--- src/rtl/resized_crop_stream.sv ---
// resized_crop_stream: reads a cropped, nearest-neighbour resampled window out
// of a source image held in a fixed-latency BRAM and streams the pixels out on
// a valid/ready interface in raster order (ox fastest).
module resized_crop_stream #(
  parameter int SRC_W    = 28,
  parameter int SRC_H    = 28,
  parameter int DST_W    = 28,
  parameter int DST_H    = 28,
  parameter int PIX_W    = 8,
  parameter int CHANNELS = 1,
  parameter int BRAM_LAT = 1,
  parameter int FRAC     = 8,
  parameter int ADDR_W   = 11
) (
  input  logic                         clk,
  input  logic                         reset,
  input  logic                         start,
  input  logic [$clog2(SRC_W)-1:0]     crop_x,
  input  logic [$clog2(SRC_H)-1:0]     crop_y,
  input  logic [15:0]                  step_x,
  input  logic [15:0]                  step_y,
  output logic                         busy,
  output logic                         image_done,
  output logic [ADDR_W-1:0]            bram_addr,
  input  logic [CHANNELS*PIX_W-1:0]    bram_rdata,
  output logic [CHANNELS*PIX_W-1:0]    pix_o,
  output logic                         pix_valid,
  input  logic                         pix_ready
);

  localparam int CXW   = $clog2(SRC_W);
  localparam int CYW   = $clog2(SRC_H);
  localparam int DW    = CHANNELS * PIX_W;
  localparam int DEPTH = BRAM_LAT + 2;
  localparam int PTR_W = $clog2(DEPTH);
  localparam int CNT_W = $clog2(DEPTH + 1);
  localparam int OXW   = $clog2(DST_W + 1);
  localparam int OYW   = $clog2(DST_H + 1);
  // Wide enough for DST_W (DST_H) steps of the largest 16-bit step.
  localparam int AXW   = 16 + $clog2(DST_W + 1);
  localparam int AYW   = 16 + $clog2(DST_H + 1);
  localparam logic [BRAM_LAT-1:0] LAST_ONLY = BRAM_LAT'(1) << (BRAM_LAT - 1);

  typedef enum logic [1:0] {IDLE, RUN, DRAIN} state_t;

  state_t              state_q, state_d;
  logic [CXW-1:0]      crop_x_q, crop_x_d;
  logic [CYW-1:0]      crop_y_q, crop_y_d;
  logic [15:0]         step_x_q, step_x_d;
  logic [15:0]         step_y_q, step_y_d;
  logic [OXW-1:0]      ox_q, ox_d;
  logic [OYW-1:0]      oy_q, oy_d;
  logic [AXW-1:0]      acc_x_q, acc_x_d;
  logic [AYW-1:0]      acc_y_q, acc_y_d;
  logic [BRAM_LAT-1:0] pipe_q, pipe_d;      // one bit per read in flight
  logic [PTR_W-1:0]    wr_ptr_q, wr_ptr_d;
  logic [PTR_W-1:0]    rd_ptr_q, rd_ptr_d;
  logic [CNT_W-1:0]    cnt_q, cnt_d;
  logic                done_q, done_d;
  logic [DW-1:0]       fifo_mem [DEPTH];

  logic [AXW:0]        sx_sum;
  logic [AYW:0]        sy_sum;
  logic [CXW-1:0]      sx;
  logic [CYW-1:0]      sy;
  logic [CNT_W-1:0]    inflight;
  logic [CNT_W:0]      occupancy;
  logic                has_room, issue, cap, pop, last_addr;

  // State register.
  // NOTE: sequential state uses non-blocking assignments so every flop samples pre-edge values.
  always_ff @(posedge clk or negedge reset) begin
    if (!reset) state_q <= IDLE;
    else        state_q <= state_d;
  end

  // Next-state logic: start only matters in IDLE; DRAIN ends on the last handshake.
  always_comb begin
    state_d = state_q;
    unique case (state_q)
      IDLE:    if (start) state_d = RUN;
      RUN:     if (issue && last_addr) state_d = DRAIN;
      DRAIN:   if (pipe_q == '0 && cnt_q == CNT_W'(1) && pop) state_d = IDLE;
      default: state_d = IDLE;
    endcase
  end

  // FSM outputs: busy flag and the address-issue strobe.
  always_comb begin
    busy  = (state_q != IDLE);
    issue = (state_q == RUN) && has_room;
  end

  // Source coordinate, clamping and word address for the current output pixel.
  always_comb begin
    sx_sum    = (AXW+1)'(crop_x_q) + (AXW+1)'(acc_x_q >> FRAC);
    sy_sum    = (AYW+1)'(crop_y_q) + (AYW+1)'(acc_y_q >> FRAC);
    sx        = (sx_sum > (AXW+1)'(SRC_W - 1)) ? CXW'(SRC_W - 1) : sx_sum[CXW-1:0];
    sy        = (sy_sum > (AYW+1)'(SRC_H - 1)) ? CYW'(SRC_H - 1) : sy_sum[CYW-1:0];
    bram_addr = ADDR_W'(sy) * ADDR_W'(SRC_W) + ADDR_W'(sx);
    last_addr = (ox_q == OXW'(DST_W - 1)) && (oy_q == OYW'(DST_H - 1));
  end

  // Credit check: FIFO occupancy plus reads in flight must leave a free slot.
  always_comb begin
    inflight = '0;
    for (int i = 0; i < BRAM_LAT; i++) inflight = inflight + CNT_W'(pipe_q[i]);
    occupancy = (CNT_W+1)'(cnt_q) + (CNT_W+1)'(inflight);
    has_room  = occupancy < (CNT_W+1)'(DEPTH);
    cap       = pipe_q[BRAM_LAT-1];
    pop       = pix_valid && pix_ready;
  end

  // Datapath next values: parameter latch, raster walk, read pipe, FIFO pointers.
  always_comb begin
    // NOTE: every combinational output gets a default first, so no path can infer a latch.
    crop_x_d = crop_x_q;
    crop_y_d = crop_y_q;
    step_x_d = step_x_q;
    step_y_d = step_y_q;
    ox_d     = ox_q;
    oy_d     = oy_q;
    acc_x_d  = acc_x_q;
    acc_y_d  = acc_y_q;
    if (state_q == IDLE && start) begin
      crop_x_d = crop_x;
      crop_y_d = crop_y;
      step_x_d = step_x;
      step_y_d = step_y;
      ox_d     = '0;
      oy_d     = '0;
      acc_x_d  = '0;
      acc_y_d  = '0;
    end
    if (issue) begin
      if (ox_q == OXW'(DST_W - 1)) begin
        ox_d    = '0;
        acc_x_d = '0;
        oy_d    = oy_q + OYW'(1);
        acc_y_d = acc_y_q + AYW'(step_y_q);
      end else begin
        ox_d    = ox_q + OXW'(1);
        acc_x_d = acc_x_q + AXW'(step_x_q);
      end
    end
    pipe_d    = pipe_q << 1;
    pipe_d[0] = issue;
    wr_ptr_d  = wr_ptr_q;
    rd_ptr_d  = rd_ptr_q;
    if (cap) wr_ptr_d = (wr_ptr_q == PTR_W'(DEPTH - 1)) ? '0 : wr_ptr_q + PTR_W'(1);
    if (pop) rd_ptr_d = (rd_ptr_q == PTR_W'(DEPTH - 1)) ? '0 : rd_ptr_q + PTR_W'(1);
    cnt_d  = cnt_q + CNT_W'(cap) - CNT_W'(pop);
    // The last read is the only one left at the final pipe stage once in DRAIN.
    done_d = (state_q == DRAIN) && (pipe_q == LAST_ONLY);
  end

  // Datapath registers.
  always_ff @(posedge clk or negedge reset) begin
    if (!reset) begin
      crop_x_q <= '0;
      crop_y_q <= '0;
      step_x_q <= '0;
      step_y_q <= '0;
      ox_q     <= '0;
      oy_q     <= '0;
      acc_x_q  <= '0;
      acc_y_q  <= '0;
      pipe_q   <= '0;
      wr_ptr_q <= '0;
      rd_ptr_q <= '0;
      cnt_q    <= '0;
      done_q   <= 1'b0;
    end else begin
      crop_x_q <= crop_x_d;
      crop_y_q <= crop_y_d;
      step_x_q <= step_x_d;
      step_y_q <= step_y_d;
      ox_q     <= ox_d;
      oy_q     <= oy_d;
      acc_x_q  <= acc_x_d;
      acc_y_q  <= acc_y_d;
      pipe_q   <= pipe_d;
      wr_ptr_q <= wr_ptr_d;
      rd_ptr_q <= rd_ptr_d;
      cnt_q    <= cnt_d;
      done_q   <= done_d;
    end
  end

  // FIFO storage: captures BRAM data when the oldest read reaches the end of the pipe.
  // NOTE: the storage array has no reset; the count gates every read, so stale contents never escape.
  always_ff @(posedge clk) begin
    if (cap) fifo_mem[wr_ptr_q] <= bram_rdata;
  end

  assign pix_valid  = (cnt_q != '0);
  assign pix_o      = pix_valid ? fifo_mem[rd_ptr_q] : '0;
  assign image_done = done_q;

endmodule

--- config.mk ---
export PLATFORM = sky130hd
export DESIGN_NAME = resized_crop_stream
export DESIGN_NICKNAME = d
export VERILOG_FILES = /design/src/rtl/resized_crop_stream.sv
export SDC_FILE = /design/constraint.sdc
export NUM_CORES = 1
export LEC_CHECK = 0
export BUFFER_PORTS_ARGS = -buffer_cell sky130_fd_sc_hd__buf_2
export CAP_MARGIN = 10
export CORE_MARGIN = 4
export CORE_UTILIZATION = 45
export DETAILED_ROUTE_END_ITERATION = 12
export PLACE_DENSITY = 0.73
export SLEW_MARGIN = 15
export SYNTH_ARGS = -nofsm -noshare
export SYNTH_HDL_FRONTEND = slang
export SYNTH_SLANG_ARGS = --single-unit
--- constraint.sdc ---
create_clock -name clk -period 5.1 [get_ports clk]
set_input_delay 0.51 -clock clk [delete_from_list [all_inputs] [get_ports clk]]
set_output_delay 0.51 -clock clk [all_outputs]
set_load 0.02 [all_outputs]
=== Yosys cells after proc, flatten, opt, wreduce, memory -nomap -nowiden ===
Memories as Yosys holds them, arrays and structs flattened.
Index checks and enable logic that the tools add are counted.

* Bitwise gates (word level): 1
* Divide/modulo/power cells: 0
* Multiplexer cells: 23
* Multipliers: 1
* Shift-type cells: 0
* Equal/unequal tests: 10
* $add $sub $neg: 12
* Reductions and logical operators: 13
* $lt $le $gt $ge: 3

{| class="wikitable"
|+ Operator list
! operator !! count
|-
| $mux W21 || 6
|-
| $add A21 B16 Y21 || 2
|-
| $mux W5 || 8
|-
| $add A5 B13 Y14 || 2
|-
| $gt A14 B5 Y1 const B || 2
|-
| $add A10 B5 Y11 || 1
|-
| $add A5 B1 Y5 const B || 2
|-
| $eq A5 B5 Y1 const B || 2
|-
| $mux W2 || 5
|-
| $logic_and A1 B1 Y1 || 8
|-
| $mul A5 B3 Y8 const B || 1
|-
| $mux W8 || 1
|-
| $eq A2 B2 Y1 const B || 3
|-
| $ne A2 B2 Y1 const B || 3
|-
| $pmux W2 S3 || 1
|-
| $reduce_bool A2 Y1 || 3
|-
| $add A2 B1 Y2 const B || 2
|-
| $eq A2 B1 Y1 const B || 2
|-
| $add A2 B1 Y3 || 1
|-
| $lt A3 B2 Y1 const B || 1
|-
| $reduce_and A3 Y1 || 1
|-
| $add A2 B1 Y2 || 1
|-
| $logic_not A2 Y1 || 1
|-
| $mux W1 || 2
|-
| other kinds (2) || 2
|}

* Latch bits: 0
* Word-level logic and storage cells: 78
* Memories kept: 1
* Bits in read-only memories: 0
* Register bits: 104
* Bits of input ports: 54
* Bits in writable memories: 24
* Output and inout bits: 22

{| class="wikitable"
|+ Memories
! memory !! depth !! width !! read ports !! clocked after memory_dff !! write ports !! RTL line !! RTL
|-
| fifo_mem || 3 || 8 || 1 || 0 || 1 || 60 || <nowiki>logic [DW-1:0] fifo_mem [DEPTH];</nowiki>
|}

=== Logic depth before layout (Yosys ltp) ===
* Depth in word-level cells: 6
* Gate-level depth with buffers: 20
* Depth with buffers taken out: 20

=== Worst setup path before layout ===
OpenSTA, ideal clock, no wires.

* Path kind: register to output
* From: register acc_y_q[8]
* To: output bram_addr[10]
* Buffers on the path: 0
* Cell stages (with the launch flop): 18
* Required time: 4.590 ns
* Setup slack: 0.544 ns
* Arrival: 4.046 ns
* Path through: dfrtp_1 ha_1 inv_1 fa_1 inv_1 a21o_1 o41a_1 o22a_1 or3_1 fa_1 ha_1 inv_1 fa_1 inv_1 a21o_1 a21oi_1 xnor2_1 nor3b_1

* Longest elaborated chain between the ends: 5

{| class="wikitable"
|+ RTL lines
! item !! RTL line !! RTL
|-
| start: declaration || 54 || <nowiki>logic [AYW-1:0] acc_y_q, acc_y_d;</nowiki>
|-
| start signal: assignment || 181 || <nowiki>acc_y_q <= acc_y_d;</nowiki>
|-
| $add A5 B13 Y14 (*) || 97 || <nowiki>sy_sum = (AYW+1)'(crop_y_q) + (AYW+1)'(acc_y_q >> FRAC);</nowiki>
|-
| $gt A14 B5 Y1 || 99 || <nowiki>sy = (sy_sum > (AYW+1)'(SRC_H - 1)) ? CYW'(SRC_H - 1) : sy_sum[CYW-1:0];</nowiki>
|-
| $mux W5 (*) || 99 ||
|-
| $mul A5 B3 Y8 (*) || 100 || <nowiki>bram_addr = ADDR_W'(sy) * ADDR_W'(SRC_W) + ADDR_W'(sx);</nowiki>
|-
| $add A10 B5 Y11 (*) || 100 ||
|-
| end: declaration || 24 || <nowiki>output logic [ADDR_W-1:0] bram_addr,</nowiki>
|}

Mark *: on every way between the ends. The rest lies on a longest branch, timed or not.

=== Final worst setup path ===
Ends and elaborated chain as after synthesis.

==> metrics.yaml <==
status: "finished, final reports clean"
syn_nets: 981
slew_violations: 0
ios: 76
clock-sinks: 128
crit_start: "acc_y_q[8]"
dominantRegCellSynth: "dfrtp_1"
setup.worst_path.end: "bram_addr[10]"
synthTopCellsByArea: "dfrtp_1, ha_1, nand2_1, edfxtp_1, o21ai_0"
postCtsHoldBufs: 0
clk_pin_slew_ps: 50
clkPwrFrac_pct: 20.3
drtAntennaViolNets: 0
wire_per_inst_um: 14.31
routed_via_density: 5.291
rr_endpoint: "acc_x_q[17]"
drtPass1Iterations: 4
ys_seq_area_share_pct: 43.12
htree_levels: 4
synth_area_um2: 7706
clkLatencyLatePin_ps: 430
hold_path_class: "in -> async"
grt_max_degree: 65
antenna_cells: 0
cts_made_buffers: 17
syn-instance-count: 860
worstPathMaxFanout: 4
r2r_setup_slack_ps: 1920
dieHeight_um: 138.9
crit_arrival_ps: 4480
rsz0062_at_grt: "yes"
ir_worst_vdd_v: 0.0003250
root_buffer: "clkbuf_16"
drive_above_1_share_pct: 16.44
drc: 0
grt-ovfl-total: 0
portBuffers: 75
seqPwrFrac_pct: 30.2
max-cap-violations: 0
die-area_um2: 19280
multiInputGateArea_um2: 4215
finalCriticalPeriod_ps: 4992
yosys_warnings: 0
num_rows: 47
worst_setup_path_start_kind: "flop"
core_area_um2: 16700
cts_buffer_depth: 2
worst_hold_slack_ps: 170.5
drt_iter0_drc: 320
ys_seq_elements: 128
clock_skew_ps: 8.093
n_fill_cell: 1525
cts_tree: "yes"
synth_most_common_cell: "nand2_1"
finalSetupTns_ps: 0
synth.distinct_cells: 63
synth_area_leader_cell: "dfrtp_1"
p_sw_uw: 2409
post_synth.cell_area_avg_um2: 8.961
worstMarginPinSlew_ps: 896.7
vias: 6217
antenna_found_initial: 0
post-route-period-util_pct: 97.89
synth_top_cell_area_share_pct: 33.77
area_growth_pct: 17.24
pwr-share-comb_pct: 49.5
p_per_area_nw_per_um2: 628.0
finalWirelength_um: 16820
rr_startpoint: "cnt_q[0]"
final-hold-violation-count: 0
cp-end-kind: "output pin"
setup_viol: 0
crit_type: "reg -> out"
seq_area_um2: 3323
leakage_uw: 0.004286
timing.fmax_mhz: 200.3
synth_edf_count: 24
grt_usage_pct: 17.86
maxSlewHeadroom_pct: 40.22
gp_routability_congestion: 0.8818
async_flop_share_pct: 81.25
synth_commonest_cells: "nand2_1, dfrtp_1, o21ai_0"
required_ps: 4590
grt_pass1_wl_um: 28870
sw_frac_of_total_pct: 42.46
final_nets: 1063
reg2reg_depth: 10
die_w_um: 138.9
first_global_vias: 6117
initial_utilization_pct: 46.14
internal-power_uw: 3265
post-route-util_pct: 54.10
place_hpwl_um: 11690
-- how the worst min path moves through the flow --
| stage | depth (start not counted) | end | slack (ps) |
|---|---|---|---|
| after floorplan | 0 | acc_x_q[0] | 210 |
| after global placement | 1 | acc_y_q[20] | 460 |
| after detailed placement | 2 | step_x_q[2] | 470 |
| after CTS | 1 | crop_y_q[0] | 210 |
| after global routing | 1 | crop_y_q[0] | 250 |
| final | 1 | crop_y_q[0] | 170 |
-- metal layers --
metal	GRT usage [%]	routed length [um]
met2	28.05	7659
met3	4.069	594
met4	5.407	283
met1	24.82	8279
met5	0	0
-- kinds of logic (layout without fill, tap and decap cells) --
group           count (synthesis)  count (layout)  share of synthesized area (%)
mux                            13              13                          1.721
buf+inv                        68             163                          3.409
fa+ha+maj                      67              67                          11.56
xor+xnor                       44              44                          5.001
simple gates                  350             350                          19.81
flops                         128             128                          43.12
compound gates                190             190                          15.38
-- sequential cells by signal, indices dropped and copies added (netlist names), 16 cells and up --
register	flops
fifo_mem	24
acc_x_q	21
acc_y_q	21
step_x_q	16
step_y_q	16
-- critical path: stages (launching register included) --
cell,delay [ps]
dfrtp_1,380
ha_2,200
inv_2,60
fa_2,230
inv_2,30
a21o_1,170
a21oi_2,160
xor2_2,220
o311ai_4,150
or3_4,450
fa_1,550
ha_2,190
inv_2,40
fa_2,480
nor2_2,170
nand3_1,160
nor3b_1,220
buf_2,190
-- cells in the final DEF (no fill, tap or decap), types with 4 or more instances in the layout --
cell type and n:
nand4_1 12, inv_2 4, o21bai_1 5, buf_2 72, nor2b_1 6, a21oi_1 49, nor4_1 4, a211oi_1 4
nand3_1 34, xor2_1 18, xnor2_1 22, nor2_1 48, nor3_1 15, nand2_1 197, o21ai_0 65, clkbuf_1 5
o31ai_1 7, o21a_1 6, ha_1 58, and3_1 5, fa_1 5, inv_1 33, edfxtp_1 24, a21oi_2 4
nand2b_1 5, dfrtp_1 104, buf_4 22, mux2i_1 11, clkbuf_16 17, a21o_1 22
-- timing repair --
item / in CTS / in global routing
gates resized for setup: 2 / 23
pin swaps: 2 / 15
endpoints found under the setup margin: 2 / 5
setup buffers: 6 / 7
-- stage by stage --
| step | setup WS (ps) | total power, uW | area, um2 | instances |
|---|---|---|---|---|
| 6_report | 107.8 | 5674 | 9035 | 1175 |
| 4_1_cts | 20.16 | 5619 | 8896 | 1168 |
| 3_5_place_dp | 387.3 | 4391 | 8284 | 1130 |
| 2_1_floorplan | 543.6 | 3751 | 7706 | 860 |
| 3_3_place_gp | 540.6 | 4318 | 8284 | 1130 |
| 5_1_grt | -104.1 | 6178 | 9035 | 1175 |
-- cell type report --
class,instances,share of cell area [%]
clock inverter,10,1.246
inverter,37,1.537
sequential,128,36.78
clock buffer,22,4.916
tap,220,3.047
multi-input combinational,664,46.66
timing repair buffer,94,5.816
-- power groups by stage --
stage | clock network, uW | logic (uW) | registers (uW)
CTS | 1160 | 2740 | 1720
floorplan | 0 | 2140 | 1610
detailed placement | 0 | 2660 | 1730
global route | 1230 | 3190 | 1770
global placement | 0 | 2600 | 1720
finish | 1150 | 2810 | 1720
Power figures use the tool's default switching activity.
